$ cat src/rtl/i2c_pkg.sv
// Shared types for the I2C master transaction engine.
// FSM state encoding, bit-quarter phases and ACK/NAK line levels.
package i2c_pkg;

    typedef enum logic [3:0] {
        ST_IDLE,
        ST_START,
        ST_ADDR,
        ST_ADDR_ACK,
        ST_WR_BYTE,
        ST_WR_ACK,
        ST_RD_BYTE,
        ST_RD_ACK,
        ST_STOP
    } i2c_state_t;

    typedef enum logic [1:0] {
        PH_Q0,
        PH_Q1,
        PH_Q2,
        PH_Q3
    } i2c_phase_t;

    localparam logic ACK = 1'b0;
    localparam logic NAK = 1'b1;

endpackage

$ cat src/rtl/i2c_tick_gen.sv
// SCL quarter-period prescaler with clock-stretch hold.
// Ports: HCLK, HRESETn, en, scl_in (synchronized), tick, phase.
import i2c_pkg::*;

module i2c_tick_gen #(
    parameter int CLK_DIV   = 250,
    parameter int DIV_WIDTH = 16
) (
    input  logic       HCLK,
    input  logic       HRESETn,
    input  logic       en,
    input  logic       scl_in,
    output logic       tick,
    output i2c_phase_t phase
);

    logic [DIV_WIDTH-1:0] cnt;
    logic                 hold;
    logic                 last;

    // After SCL is released, wait for it to really go high
    // so a stretching slave delays the high phase.
    assign hold = (phase == PH_Q2) && !scl_in;
    assign last = (cnt == DIV_WIDTH'(CLK_DIV - 1));
    assign tick = en && last && !hold;

    always_ff @(posedge HCLK or negedge HRESETn) begin
        if (!HRESETn) begin
            cnt   <= '0;
            phase <= PH_Q0;
        end else if (!en) begin
            cnt   <= '0;
            phase <= PH_Q0;
        end else if (hold) begin
            cnt   <= '0;
        end else if (last) begin
            cnt   <= '0;
            phase <= i2c_phase_t'(phase + 2'd1);
        end else begin
            cnt   <= cnt + 1'b1;
        end
    end

endmodule

$ cat src/rtl/i2c_master_ctrl.sv
// I2C master transaction engine: START, addr+R/W, 0..2 bytes, STOP.
// Ports: HCLK/HRESETn, request+shadowed args, SCL/SDA pads, RX bytes, event pulses, busy.
import i2c_pkg::*;

module i2c_master_ctrl #(
    parameter int CLK_DIV   = 250,
    parameter int DIV_WIDTH = 16
) (
    input  logic       HCLK,
    input  logic       HRESETn,
    input  logic       i_start,
    input  logic [6:0] i_slvaddr,
    input  logic       i_rnw,
    input  logic [1:0] i_nbytes,
    input  logic [7:0] i_byte_1,
    input  logic [7:0] i_byte_2,
    input  logic       i_scl,
    input  logic       i_sda,
    output logic       o_scl_oe,
    output logic       o_sda_oe,
    output logic [7:0] o_byte_1,
    output logic [7:0] o_byte_2,
    output logic       o_tra,
    output logic       o_rec,
    output logic       o_nak,
    output logic       o_busy
);

    i2c_state_t state;
    i2c_phase_t phase;
    logic       tick;
    logic [1:0] scl_ff, sda_ff;
    logic [6:0] sh_addr;
    logic       sh_rnw;
    logic [1:0] sh_n;
    logic [7:0] sh_b1, sh_b2;
    logic [7:0] shreg;
    logic [2:0] bit_cnt;
    logic       byte_idx;
    logic       ack_bit;
    logic       more;
    logic       sda_q0;

    i2c_tick_gen #(
        .CLK_DIV  (CLK_DIV),
        .DIV_WIDTH(DIV_WIDTH)
    ) u_tick (
        .HCLK   (HCLK),
        .HRESETn(HRESETn),
        .en     (state != ST_IDLE),
        .scl_in (scl_ff[1]),
        .tick   (tick),
        .phase  (phase)
    );

    assign more = !byte_idx && (sh_n == 2'd2);

    // SDA pull-down applied at Q0 of each bit slot
    always_comb begin
        sda_q0 = 1'b0;
        unique case (state)
            ST_ADDR, ST_WR_BYTE: sda_q0 = ~shreg[7];
            ST_RD_ACK:           sda_q0 = more ? ~ACK : ~NAK;
            ST_STOP:             sda_q0 = 1'b1;
            default:             sda_q0 = 1'b0;
        endcase
    end

    always_ff @(posedge HCLK or negedge HRESETn) begin
        if (!HRESETn) begin
            scl_ff <= 2'b11;
            sda_ff <= 2'b11;
        end else begin
            scl_ff <= {scl_ff[0], i_scl};
            sda_ff <= {sda_ff[0], i_sda};
        end
    end

    always_ff @(posedge HCLK or negedge HRESETn) begin
        if (!HRESETn) begin
            state    <= ST_IDLE;
            sh_addr  <= '0;
            sh_rnw   <= 1'b0;
            sh_n     <= '0;
            sh_b1    <= '0;
            sh_b2    <= '0;
            shreg    <= '0;
            bit_cnt  <= '0;
            byte_idx <= 1'b0;
            ack_bit  <= 1'b0;
            o_scl_oe <= 1'b0;
            o_sda_oe <= 1'b0;
            o_byte_1 <= '0;
            o_byte_2 <= '0;
            o_tra    <= 1'b0;
            o_rec    <= 1'b0;
            o_nak    <= 1'b0;
            o_busy   <= 1'b0;
        end else begin
            o_tra <= 1'b0;
            o_rec <= 1'b0;
            o_nak <= 1'b0;
            if (state == ST_IDLE) begin
                if (i_start) begin
                    sh_addr <= i_slvaddr;
                    sh_rnw  <= i_rnw;
                    sh_n    <= (i_nbytes == 2'd3) ? 2'd2 : i_nbytes;
                    sh_b1   <= i_byte_1;
                    sh_b2   <= i_byte_2;
                    state   <= ST_START;
                    o_busy  <= 1'b1;
                end
            end else if (tick) begin
                unique case (phase)
                    PH_Q0: o_sda_oe <= sda_q0;
                    PH_Q1: o_scl_oe <= 1'b0;
                    PH_Q2: begin
                        ack_bit <= sda_ff[1];
                        if (state == ST_RD_BYTE)
                            shreg <= {shreg[6:0], sda_ff[1]};
                        if (state == ST_START)
                            o_sda_oe <= 1'b1;
                        if (state == ST_STOP)
                            o_sda_oe <= 1'b0;
                    end
                    PH_Q3: begin
                        if (state != ST_STOP)
                            o_scl_oe <= 1'b1;
                        unique case (state)
                            ST_START: begin
                                shreg   <= {sh_addr, sh_rnw};
                                bit_cnt <= 3'd7;
                                state   <= ST_ADDR;
                            end
                            ST_ADDR, ST_WR_BYTE: begin
                                shreg   <= {shreg[6:0], 1'b0};
                                bit_cnt <= bit_cnt - 3'd1;
                                if (bit_cnt == 3'd0)
                                    state <= (state == ST_ADDR) ?
                                             ST_ADDR_ACK : ST_WR_ACK;
                            end
                            ST_RD_BYTE: begin
                                bit_cnt <= bit_cnt - 3'd1;
                                if (bit_cnt == 3'd0) begin
                                    o_rec <= 1'b1;
                                    state <= ST_RD_ACK;
                                    if (byte_idx) o_byte_2 <= shreg;
                                    else          o_byte_1 <= shreg;
                                end
                            end
                            ST_ADDR_ACK: begin
                                byte_idx <= 1'b0;
                                shreg    <= sh_b1;
                                if (ack_bit == NAK) begin
                                    o_nak <= 1'b1;
                                    state <= ST_STOP;
                                end else if (sh_n == 2'd0) begin
                                    state <= ST_STOP;
                                end else begin
                                    state <= sh_rnw ? ST_RD_BYTE : ST_WR_BYTE;
                                end
                            end
                            ST_WR_ACK: begin
                                if (ack_bit == NAK) begin
                                    o_nak <= 1'b1;
                                    state <= ST_STOP;
                                end else begin
                                    o_tra <= 1'b1;
                                    if (more) begin
                                        shreg    <= sh_b2;
                                        byte_idx <= 1'b1;
                                        state    <= ST_WR_BYTE;
                                    end else begin
                                        state <= ST_STOP;
                                    end
                                end
                            end
                            ST_RD_ACK: begin
                                if (more) begin
                                    byte_idx <= 1'b1;
                                    state    <= ST_RD_BYTE;
                                end else begin
                                    state <= ST_STOP;
                                end
                            end
                            ST_STOP: begin
                                state  <= ST_IDLE;
                                o_busy <= 1'b0;
                            end
                            default: state <= ST_IDLE;
                        endcase
                    end
                    default: ;
                endcase
            end
        end
    end

endmodule

$ cat config.mk
export PLATFORM = sky130hd
export DESIGN_NAME = i2c_master_ctrl
export DESIGN_NICKNAME = d
export VERILOG_FILES = /design/src/rtl/i2c_pkg.sv /design/src/rtl/i2c_tick_gen.sv /design/src/rtl/i2c_master_ctrl.sv
export SDC_FILE = /design/constraint.sdc
export NUM_CORES = 1
export LEC_CHECK = 0
export CORE_UTILIZATION = 50
export CTS_CLUSTER_DIAMETER = 120
export CTS_CLUSTER_SIZE = 40
export DETAILED_ROUTE_END_ITERATION = 12
export PLACE_DENSITY = 0.73
export SLEW_MARGIN = 20
export SYNTH_ARGS = -nofsm -noshare
export SYNTH_HDL_FRONTEND = slang
export SYNTH_SLANG_ARGS = --single-unit
$ cat constraint.sdc
create_clock -name HCLK -period 2.5 [get_ports HCLK]
set_input_delay 0.5 -clock HCLK [delete_from_list [all_inputs] [get_ports HCLK]]
set_output_delay 0.5 -clock HCLK [all_outputs]
set_load 0.05 [all_outputs]
## Word level (Yosys, flattened, before mapping)

Index checks and enable logic that the tools add are counted.

- Register bits after elaboration: 87
- Bits in latches: 0
- RAM bits: 0
- Bits in read-only memories: 0
- Input bits: 31
- Output and inout port bits: 22
- Logic and storage cells: 147
- Memories: 0

- Add/subtract/negate cells: 3
- Multipliers: 0
- Div/mod/pow operators: 0
- $lt $le $gt $ge: 0
- Eq/ne operators: 27
- Shift-type cells: 0
- Muxes and demuxes: 57
- Bitwise logic cells: 3
- Reduce and logical (&&, ||, !) cells: 35

Operators by type and width:

| operator | count |
|---|---|
| 16-bit two-way mux | 3 |
| 4-bit two-way mux | 11 |
| 8-bit case mux with 4 select lines | 1 |
| 1-bit two-way mux | 26 |
| 8-bit two-way mux | 3 |
| 4-bit case mux with 6 select lines | 1 |
| 16-bit by 1-bit adder with 16-bit output (second input constant) | 1 |
| 16-bit by 8-bit equality test with 1-bit output (second input constant) | 1 |
| 4-bit by 3-bit equality test with 1-bit output (second input constant) | 4 |
| 8-bit case mux with 2 select lines | 1 |
| 4-bit AND reduction | 4 |
| 2-bit nonzero test | 7 |
| 2-bit != test (second input constant) | 6 |
| 3-bit != test (second input constant) | 4 |
| 6-bit AND reduction | 2 |
| 2-bit two-way mux | 5 |
| 5-bit AND reduction | 2 |
| 2-bit equality test (second input constant) | 4 |
| 4-bit by 2-bit equality test with 1-bit output (second input constant) | 2 |
| 7-bit AND reduction | 1 |
| 1-bit case mux with 3 select lines | 2 |
| 3-bit case mux with 2 select lines | 1 |
| 5-bit by 2-bit != test with 1-bit output (second input constant) | 1 |
| 4-bit by 1-bit equality test with 1-bit output (second input constant) | 1 |
| 20 further kinds | 31 |

## Longest topological paths before layout

Gate-level depths: netlist of the first run.

- Depth after elaboration: 8
- Depth in mapped cells: 8
- Mapped depth without buffers: 7

## Cells and area by module

A second synthesis of the first run with hierarchy kept.

- Cell total of the unflattened synthesis: 351
- Area, all modules: 4,151.5 um^2

Modules (own cells, without submodules):

| module | instances | cells each | area an instance (um^2) | sequential area each (um^2) |
|---|---|---|---|---|
| i2c_master_ctrl | 1 | 251 | 3,176.8 | 1,731.7 |
| i2c_tick_gen | 1 | 100 | 974.7 | 450.4 |

## Worst setup path after synthesis of the first run

No wires, ideal clock.

- Kind: register -> register
- Start: reg u_tick.cnt[1]
- End: reg o_byte_1[0]
- Setup time: 0.125 ns
- Data arrival time: 2.065 ns
- Required time: 2.375 ns
- Path slack: 0.310 ns
- Cell stages (with the launch flop): 9
- Path buffers: 1
- Clock period less this slack: 2.190 ns
- Cells stage by stage: dfrtp_1 > inv_1 > ha_1 > nor4b_2 > nand4_1 > or3_1 > buf_2 > nor3_4 > mux2_2

- Cells in the longest elaborated chain, start to end: 4

Ends and longest elaborated chain:

| what | line | source |
|---|---|---|
| from (decl) | i2c_tick_gen.sv:17 | `logic [DIV_WIDTH-1:0] cnt;` |
| from (signal assigned) | i2c_tick_gen.sv:40 | `cnt <= cnt + 1'b1;` |
| 16-bit by 8-bit equality test with 1-bit output | i2c_tick_gen.sv:24 | `assign last = (cnt == DIV_WIDTH'(CLK_DIV - 1));` |
| 1-bit logical AND (2 in series) | i2c_tick_gen.sv:25 | `assign tick = en && last && !hold;` |
| 6-bit AND reduction (no source line) | - |  |
| to (signal assigned) | i2c_master_ctrl.sv:148 | `else o_byte_1 <= shreg;` |
| to (decl) | i2c_master_ctrl.sv:21 | `output logic [7:0] o_byte_1,` |

Every way passes these cells.
A chain may end at the register's enable or synchronous reset.

## Worst setup path in the final report of the first run

- Start: reg u_tick.cnt[1]
- End: reg shreg[1]

- Cells in the longest elaborated chain, start to end: 4

Ends and longest elaborated chain:

| what | line | source |
|---|---|---|
| 16-bit by 8-bit equality test with 1-bit output | i2c_tick_gen.sv:24 |  |
| 1-bit logical AND (2 in series) | i2c_tick_gen.sv:25 |  |
| 7-bit AND reduction (no source line) | - |  |
| to (signal assigned) | i2c_master_ctrl.sv:120 | `shreg <= {shreg[6:0], sda_ff[1]};` |
| to (signal assigned) | i2c_master_ctrl.sv:131 | `shreg <= {sh_addr, sh_rnw};` |
| to (signal assigned) | i2c_master_ctrl.sv:136 | `shreg <= {shreg[6:0], 1'b0};` |
| to (decl) | i2c_master_ctrl.sv:37 | `logic [7:0] shreg;` |

Every way passes these cells.

==> results of run 1 <==
==> how the worst max path moves through the flow <==
stage / slack [ns] / startpoint / to / cells past startpoint
6_report: 0.08 / u_tick.cnt[1]$_DFF_PN0_ / shreg[1]$_DFFE_PN0P_ / 7
3_3_place_gp: 0.20 / u_tick.cnt[1]$_DFF_PN0_ / shreg[2]$_DFFE_PN0P_ / 7
4_1_cts: 0.09 / u_tick.cnt[1]$_DFF_PN0_ / shreg[1]$_DFFE_PN0P_ / 7
3_5_place_dp: 0.12 / u_tick.phase[0]$_DFFE_PN0P_ / o_byte_1[4]$_DFFE_PN0P_ / 7
5_1_grt: 0.006 / u_tick.cnt[1]$_DFF_PN0_ / shreg[1]$_DFFE_PN0P_ / 7
2_1_floorplan: 0.31 / u_tick.cnt[1]$_DFF_PN0_ / o_byte_1[0]$_DFFE_PN0P_ / 8
==> per-stage QoR <==
stage	setup WS [ns]	cell area, sq um	hold WS, ns	power, W	util
after floorplan	0.310	4100	0.204	0.00144	-
after global placement	0.202	4810	0.346	0.00152	0.612
after detailed placement	0.123	4810	0.348	0.00152	0.612
after CTS	0.0945	5060	0.0895	0.00272	0.645
after global routing	0.00602	5060	0.101	0.00278	0.645
final	0.0773	5060	0.0802	0.00269	0.645
==> logic make-up after synthesis <==
kind of cell,synth area share
AND/OR/NAND/NOR,0.133
flip-flops,0.532
AO/OA/AOI/OAI,0.0970
multiplexers,0.147
buffers and inverters,0.0326
XOR/XNOR,0.0342
adder cells (fa/ha/maj),0.0244
==> cells in the final DEF, fill, tap and decap left out, types with 8 or more instances in the layout <==
cell type | netlist | final
xnor2_1 | 9 | 9
a21oi_1 | 11 | 11
dfrtp_1 | 83 | 83
clkdlybuf4s50_1 | 0 | 51
inv_1 | 18 | 18
nand2_1 | 21 | 21
ha_1 | 8 | 8
buf_4 | 0 | 15
clkbuf_8 | 0 | 10
nor2_1 | 32 | 32
mux2_2 | 49 | 49
==> worst reg2reg max path: cells and delay by family, from the launching register on <==
family	cells	cell delay [ns]
AND/OR/NAND/NOR	4	1.34
flip-flops	1	0.42
multiplexers	1	0.35
adder cells (fa/ha/maj)	1	0.13
buffers and inverters	1	0.07
==> power by group through the flow <==
stage          combinational, W  sequential [W]  clock, W
5_1_grt               0.0000887         0.00141   0.00128
6_report              0.0000794         0.00141   0.00120
3_3_place_gp          0.0000820         0.00144         0
4_1_cts               0.0000828         0.00141   0.00122
2_1_floorplan        0.00000172         0.00144         0
3_5_place_dp          0.0000826         0.00144         0
==> flip-flops by register name, summed over array words and instances, names as in the netlist, 2 cells and up <==
name / count
sh_addr: 7
scl_ff: 2
u_tick.phase: 2
shreg: 8
state: 4
o_byte_2: 8
sda_ff: 2
u_tick.cnt: 16
sh_n: 2
bit_cnt: 3
sh_b2: 8
o_byte_1: 8
sh_b1: 8
==> cell type report <==
type,instances,area (sq um)
well taps,102,128
inverters,18,67.6
fillers,641,2790
repair buffers,67,643
clock inverters,6,116
multi-input cells,239,1790
clock buffers,10,138
flip-flops and latches,87,2180
==> routing by layer <==
| metal | part of all wire | up-vias | track usage | routed length, microns |
|---|---|---|---|---|
| li1 | - | 1406 | - | - |
| met1 | 0.47 | 1463 | 0.292 | 3880 |
| met2 | 0.47 | 92 | 0.325 | 3880 |
| met3 | 0.045 | 20 | 0.0337 | 370 |
| met4 | 0.021 | 0 | 0.0807 | 172 |
| met5 | 0 | - | 0 | 0 |
==> metrics, run 1 <==
status=finished clean; Routed Antenna Nets=0; post_cts resized=0; Yosys cell types=52; clock slew at reported path FFs=0.09 ns; GPL Wtd Cong=0.910; first drt pass iteration count=5; core area=0.00785 sq mm; HP Class=in2async; reg2reg end=shreg[1]$_DFFE_PN0P_; number of max-cap violations=0; vias in the first global route=2863; Peak VDD IR=0.000423 V; share of layout cells above drive strength 1=0.220; Net Count, Synth=397; global-route wire length before repair=13900 microns; Clock Path Buffers=2; final setup fails=0; Avg WL per Cell=15.7 microns; top-count cell post-synth=dfrtp_1; CP top delay family=simple AND/OR/NAND/NOR gates; post-synthesis sequential area ratio=0.532; Worst Path Class, Setup=reg2reg; root buffer cell=clkbuf_8; post-synthesis register bit count=87; Pins Over Slew Limit=0; Post-CTS Setup Bufs=0; flop-to-flop setup slack=0.08 ns; worst r2r path cells=7; nets=461; pin count of the biggest net entering global routing=56; Final Routed Wirelength=8300 microns; CTS sink count=87; Sw Ratio=0.199; Synth top area share=0.506; top cells by count, synth=dfrtp_1, mux2_2, nor2_1; worst slew pin tran=0.638 ns; Crit. End Element=flop; element type at the critical path start=flop; GR Util All Layers=0.208; cells along the critical path=inv_1, ha_1, nor4b_2, and4_2, nand2_1, or4_1, mux2_2; placed cells=513; die area=0.00857 sq mm; Post-Syn Area=0.00410 sq mm; Final Hold Viols=0; fin cells=529; Seq pwr share=0.525; pwr dens=532 mW/mm^2; leakage power=2.35 nW; f_max=413 MHz; Rel. slew slack=0.574; NetSw=0.000536 W; Avg Cell Area, Syn=11.5 sq um; initial antenna violation count=0; antenna fix cells=0; hold_buf cts=0; Crit path buffers/inverters=1; # DRC=0; Internal Pwr Total=0.00215 W; setup tns final=0 ns; initial core utilization=0.523; Area Growth Syn to Fin=23.4%; number of core rows=32; Post-synth top flop=dfrtp_1; die height=92.6 microns; RSZ-0062 raised after global routing=no; CP Data Required Time=2.73 ns; top cells by area, synth=dfrtp_1, mux2_2, nor2_1; Mapped Cells=358; combinational power share=0.030; Post-DP HPWL=5980 microns; Initial DRC Count=177; via count=2981; I/O Buffers=52; Post-synth EDFFs=0; CP peak stage delay=0.71 ns; htree depth=3; TritonCTS clock tree=yes; clock share of power=0.445; CP arrival=2.65 ns; TritonCTS Buffers=9; die span in x=92.6 microns; Overflow after GRT=0; vias per cell=5.64; CP max-delay cell=or4_1; dominant cell type by area after synthesis=dfrtp_1; total number of yosys warnings=0; clk_skew=0.00881 ns; R2R Path Start=u_tick.cnt[1]$_DFF_PN0_; maximum fanout along the worst path=8; clk_lat worst skew=0.35 ns; Ports=53; post-route clock period utilization=0.969; min cycle time layout=2.42 ns; ys async rst share=1.00
(Power assumes the default switching activity.)
==> run 2, diff against run 1 <==
- GPL_ROUTABILITY_DRIVEN: default -> 0
==> results of run 2 <==
Same layout as run 1: the final DEF is identical, and so are final timing and power.
